### src/rtl/regfile_arbiter.sv
// regfile_arbiter: shares the 16x32 register memory (two read ports, one
// write port) between requester 0 (fixed priority) and requester 1, with a
// starvation limit that forces a requester-1 grant after MAX_BURST
// consecutive contested requester-0 grants.
//
// Ports:
//   clk, rst_n            clock, synchronous active-low reset
//   reqN_valid/ready      per-requester handshake (ready is combinational)
//   reqN_we, reqN_re_a/b  write / read-port enables of the transaction
//   reqN_dir_a/b/wr       read/write addresses, reqN_di write data
//   rf_dir_a/b/wr, rf_di  registered address/data to the memory
//   rf_re_a_n/b_n, rf_we_n registered active-low memory enables
//   rf_data_a/b           read data from the memory
//   rsp_valid, rsp_id     response flag and issuing requester
//   rsp_data_a/b          read data passed straight through from the memory
module regfile_arbiter #(
    parameter int unsigned MAX_BURST = 4,
    localparam int unsigned AW = 4,
    localparam int unsigned DW = 32,
    localparam int unsigned CW = 4
) (
    input  logic          clk,
    input  logic          rst_n,

    input  logic          req0_valid,
    output logic          req0_ready,
    input  logic          req0_we,
    input  logic          req0_re_a,
    input  logic          req0_re_b,
    input  logic [AW-1:0] req0_dir_a,
    input  logic [AW-1:0] req0_dir_b,
    input  logic [AW-1:0] req0_dir_wr,
    input  logic [DW-1:0] req0_di,

    input  logic          req1_valid,
    output logic          req1_ready,
    input  logic          req1_we,
    input  logic          req1_re_a,
    input  logic          req1_re_b,
    input  logic [AW-1:0] req1_dir_a,
    input  logic [AW-1:0] req1_dir_b,
    input  logic [AW-1:0] req1_dir_wr,
    input  logic [DW-1:0] req1_di,

    output logic [AW-1:0] rf_dir_a,
    output logic [AW-1:0] rf_dir_b,
    output logic [AW-1:0] rf_dir_wr,
    output logic [DW-1:0] rf_di,
    output logic          rf_re_a_n,
    output logic          rf_re_b_n,
    output logic          rf_we_n,
    input  logic [DW-1:0] rf_data_a,
    input  logic [DW-1:0] rf_data_b,

    output logic          rsp_valid,
    output logic          rsp_id,
    output logic [DW-1:0] rsp_data_a,
    output logic [DW-1:0] rsp_data_b
);

    localparam logic [CW-1:0] BURST_LIM = CW'(MAX_BURST);

    logic [CW-1:0] starve_cnt;
    logic          acc0;
    logic          acc1;
    logic          acc_any;
    logic          sel_we;
    logic          sel_re_a;
    logic          sel_re_b;
    logic [AW-1:0] sel_dir_a;
    logic [AW-1:0] sel_dir_b;
    logic [AW-1:0] sel_dir_wr;
    logic [DW-1:0] sel_di;
    logic          rd_flag1;
    logic          rd_id1;

    // Grant decision and selection of the accepted requester's fields
    always_comb begin
        req0_ready = rst_n & (~req1_valid | (starve_cnt < BURST_LIM));
        req1_ready = rst_n & (~req0_valid | (starve_cnt == BURST_LIM));
        acc0       = req0_valid & req0_ready;
        acc1       = req1_valid & req1_ready & ~acc0;
        acc_any    = acc0 | acc1;
        sel_we     = acc1 ? req1_we     : req0_we;
        sel_re_a   = acc1 ? req1_re_a   : req0_re_a;
        sel_re_b   = acc1 ? req1_re_b   : req0_re_b;
        sel_dir_a  = acc1 ? req1_dir_a  : req0_dir_a;
        sel_dir_b  = acc1 ? req1_dir_b  : req0_dir_b;
        sel_dir_wr = acc1 ? req1_dir_wr : req0_dir_wr;
        sel_di     = acc1 ? req1_di     : req0_di;
    end

    // Starvation counter, issue register and two-stage response pipeline
    always_ff @(posedge clk) begin
        if (!rst_n) begin
            starve_cnt <= '0;
            rf_dir_a   <= '0;
            rf_dir_b   <= '0;
            rf_dir_wr  <= '0;
            rf_di      <= '0;
            rf_re_a_n  <= 1'b1;
            rf_re_b_n  <= 1'b1;
            rf_we_n    <= 1'b1;
            rd_flag1   <= 1'b0;
            rd_id1     <= 1'b0;
            rsp_valid  <= 1'b0;
            rsp_id     <= 1'b0;
        end else begin
            // Only contested req0 grants count; req1 service or idle req1 clears
            if (acc1 || !req1_valid) begin
                starve_cnt <= '0;
            end else if (acc0 && starve_cnt < BURST_LIM) begin
                starve_cnt <= starve_cnt + CW'(1);
            end

            // Addresses/data hold when idle; enables always drop back to inactive
            if (acc_any) begin
                rf_dir_a  <= sel_dir_a;
                rf_dir_b  <= sel_dir_b;
                rf_dir_wr <= sel_dir_wr;
                rf_di     <= sel_di;
                rf_re_a_n <= ~sel_re_a;
                rf_re_b_n <= ~sel_re_b;
                rf_we_n   <= ~sel_we;
                rd_id1    <= acc1;
            end else begin
                rf_re_a_n <= 1'b1;
                rf_re_b_n <= 1'b1;
                rf_we_n   <= 1'b1;
            end

            rd_flag1  <= acc_any & (sel_re_a | sel_re_b);
            rsp_valid <= rd_flag1;
            rsp_id    <= rd_id1;
        end
    end

    // Memory read data is already registered by the memory; pass it through
    assign rsp_data_a = rf_data_a;
    assign rsp_data_b = rf_data_b;

endmodule

### config.mk
export PLATFORM = sky130hd
export DESIGN_NAME = regfile_arbiter
export DESIGN_NICKNAME = d
export VERILOG_FILES = /design/src/rtl/regfile_arbiter.sv
export SDC_FILE = /design/constraint.sdc
export NUM_CORES = 1
export LEC_CHECK = 0
export ABC_AREA = 1
export BUFFER_PORTS_ARGS = -buffer_cell sky130_fd_sc_hd__buf_2
export CAP_MARGIN = 30
export CORE_UTILIZATION = 25
export DETAILED_ROUTE_END_ITERATION = 10
export PLACE_DENSITY_LB_ADDON = 0.25
export SETUP_SLACK_MARGIN = 0.05
export SLEW_MARGIN = 20
export SYNTH_ARGS = -nofsm -noshare
export SYNTH_HDL_FRONTEND = slang
export SYNTH_SLANG_ARGS = --single-unit
### constraint.sdc
create_clock -name clk -period 1.3 [get_ports clk]
set_input_delay 0.26 -clock clk [delete_from_list [all_inputs] [get_ports clk]]
set_output_delay 0.26 -clock clk [all_outputs]
set_load 0.03 [all_outputs]
==> summary.txt <==
Outcome
  • Outcome: complete, but fails checks
  • Failing checks: negative setup slack

Critical path
  • Worst path max stage delay: approximately 0.33 ns
  • CP delay by family, top: simple AND/OR/NAND/NOR gates
  • R2R Path Start: starve_cnt[0]$_SDFFE_PP0P_
  • Worst Reg-to-Reg Cells: 9
  • Worst setup SP type: flip-flop
  • Worst Setup EP: rf_we_n$_SDFF_PN1_
  • Worst setup path class: reg2reg
  • Crit Path Max Fanout: 6
  • Worst path slowest cell: dfxtp_2
  • R2r setup slk: -0.19 ns
  • Launch point of the worst path: starve_cnt[0]$_SDFFE_PP0P_
  • CP bufs+invs: 3
  • Critical-path cell list: inv_2 -> ha_4 -> nand3_4 -> nand2_4 -> buf_6 -> nand2_8 -> nand2_8 -> clkbuf_16 -> o211ai_1
  • Most Frequent Cell on Critical Path: nand2_8
  • Critical path arrival: approximately 1.7 ns
  • Path length in cells of the critical path: 9
  • CP Data Required Time: about 1.5 ns
  • Kind of end point of the critical path: flip-flop
  • FF-to-FF End: rf_we_n$_SDFF_PN1_

Synthesis
  • Area contributors post-synth: dfxtp_1 32%, buf_4 15%, nand3_1 12%
  • Register area share after synthesis: about a third
  • Synth Net Count: approximately 630
  • Mapped Area: about 0.0034 mm^2
  • Synth Instances: approximately 460
  • Largest area contributor in the netlist: dfxtp_1
  • Synth unique cells: 21
  • Ys Warns: 0
  • Synthesized area per cell: approximately 7.3 um^2
  • Number of synthesized register bits: 55
  • Share of the synthesized area in the top cell type: about 32%

STA
  • Minimum clock period: approximately 1.5 ns
  • Slew @ Worst Pin: roughly 0.28 ns
  • Final hold vios: 0
  • Tcrit/Tclk final: 115%
  • Fmax: between 0.6 and 0.7 GHz
  • Final worst setup slack: -0.190 ns
  • Fin. max-slew vios: 0
  • RSZ-0062 raised after global routing: true
  • Setup TNS: -6.75 ns
  • Final setup vio count: around 50
  • Fin Clk Skew: 0.00752 ns
  • Worst slew margin: about four fifths

Clock network
  • Worst-Skew Late Latency: roughly 0.30 ns
  • Num CTS Buffers: 5
  • CTS root buffer: clkbuf_16
  • CTS tree: yes
  • Clock Sinks: 55
  • Clk buf depth: 2
  • Htree depth: 2
  • Clock transition at path regs: around 0.07 ns

Die
  • FP Rows: 42
  • Starting density of the core: 25.6%
  • DIE AREA: roughly 0.014 mm^2
  • Die Ht: approximately 120 um
  • Die extent in x: between 100 and 150 um
  • Area of the core: 0.0133 mm^2
  • I/O pin cnt: around 280

Placed design
  • RD Place Congestion: 0.746
  • DPL Wire Length: around 6400 um
  • Placed cell area: slightly below 0.004 mm^2
  • PortBufs: around 150
  • Dpl cells: 710

GRT
  • Antenna violations before repair: 0
  • Vias in the first global route: just under 3,000
  • GRT Overall Usage: about an eighth
  • First-pass GRT wire length: approximately 15,000 um
  • Remaining global-route overflow: 0
  • Largest net degree at the start of global routing: 25

Routing
  • DR WL/cell: 14.5 um
  • Final wirelength: roughly 11,000 um
  • DR vias: ~3,300
  • DRC viols: 0
  • Vias per Instance: 4.42
  • Pre-antenna DRT Iters: 4
  • Initial DRC count: around 150
  • Final ANT Viol Nets: 0

Power
  • Worst VDD drop: ~0.00065 V
  • Total power: around 4.6 mW
  • Leakage power: 2.43 nW
  • P per Cell Area: roughly 1000 mW/mm^2

Layout
  • Finished Layout Cells: between 700 and 800
  • Final instance area: 0.00448 mm^2
  • Area Overhead vs Synth: 31.3%
  • Most frequent cells in the layout: 146 x buf_2, 100 x nand2_1, 77 x nand3_1
  • Total Nets Final: ~720
  • Fraction of layout cells with a size suffix above 1: 40.1%
  • ANT cells: 0
  • Commonest non-fill, non-tap cell in the layout: buf_2
  • Fin util: roughly a third

Flow run
  • Max Cap Violations: 0

Worst hold path
  • Hold Crit Class: in2reg
## worst min path at each step
stage                                   start              endpoint  slack [ns]  depth (start not counted)
after floorplan                         rst_n  rsp_valid$_SDFF_PN0_        0.35                          2
after global placement    rd_id1$_SDFFE_PN0P_     rsp_id$_SDFF_PN0_        0.42                          2
after detailed placement  rd_flag1$_SDFF_PN0_  rsp_valid$_SDFF_PN0_        0.40                          2
after CTS                               rst_n  rsp_valid$_SDFF_PN0_        0.17                          3
after global routing                  req1_we    rf_we_n$_SDFF_PN1_        0.19                          2
final                                   rst_n  rsp_valid$_SDFF_PN0_        0.18                          3
## cells in the mapped netlist
library cell and n:
o211ai_1 1, o21ai_1 1, nand2_4 1, clkinv_2 1, clkbuf_1 1, inv_2 2
nand4_1 1, nand2_2 3, buf_6 15, inv_1 57, nor2_1 2, nand3_1 83
buf_4 68, dfxtp_1 55, nand2_1 102, a21oi_1 4, nand3b_1 45, nand3_2 10
ha_1 2, buf_2 9, a21oi_4 1
## worst register-to-register path, cell delays in order, from the launching register on
cell and delay [ns]:
dfxtp_2 0.33, inv_2 0.07, ha_4 0.13, nand3_4 0.06
nand2_4 0.08, buf_6 0.16, nand2_8 0.12, nand2_8 0.15
clkbuf_16 0.16, o211ai_1 0.10
## repair_timing
| item | CTS | global route |
|---|---|---|
| buffers inserted | 2 | 1 |
| hold buffers | 0 | 0 |
| pin swaps | 2 | 5 |
| cloned | 2 | 12 |
| endpoints found under the setup margin | 51 | 51 |
| resized for setup | 17 | 17 |
## cells by family after synthesis
| family | share of synthesized area [%] |
|---|---|
| and+or+nand+nor | 37.5 |
| adders and majority gates | 0.734 |
| DFF | 32.3 |
| buffers and inverters | 28.0 |
| AOI/OAI and AO/OA | 1.43 |
## metal layers
layer / vias up / GRT usage, % / share of wire, %
li1: 1590 / - / -
met1: 1515 / 15.0 / 43
met2: 119 / 22.0 / 47
met3: 28 / 4.54 / 8.0
met4: 0 / 6.96 / 2.3
met5: - / 0 / 0
## where the power goes
part | internal (mW) | switching, mW | leakage, nW
clock | 0.824 | 0.653 | 0.0772
sequential | 1.82 | 0.0670 | 0.458
combinational | 0.483 | 0.720 | 1.90
## state kept, by name, summed over array words and instances, names as in the netlist, 4 cells and up
register and flops:
rf_di 32, rf_dir_a 4, rf_dir_b 4, rf_dir_wr 4, starve_cnt 4
## cell type report
cell class | instances | area, um^2
Clock buffer | 8 | 156
Inverter | 60 | 231
Sequential cell | 55 | 1110
Multi-Input combinational cell | 258 | 1500
Fill cell | 1432 | 8820
Timing Repair Buffer | 178 | 1260
Tap cell | 176 | 220
## metrics by stage
| stage | setup WS [ns] | hold WS (ns) |
|---|---|---|
| 2_1_floorplan | 0.0305 | 0.353 |
| 3_3_place_gp | -0.0758 | 0.423 |
| 3_5_place_dp | -0.101 | 0.404 |
| 4_1_cts | -0.197 | 0.174 |
| 5_1_grt | -0.261 | 0.185 |
| 6_report | -0.190 | 0.180 |
(Power assumes the default switching activity.)
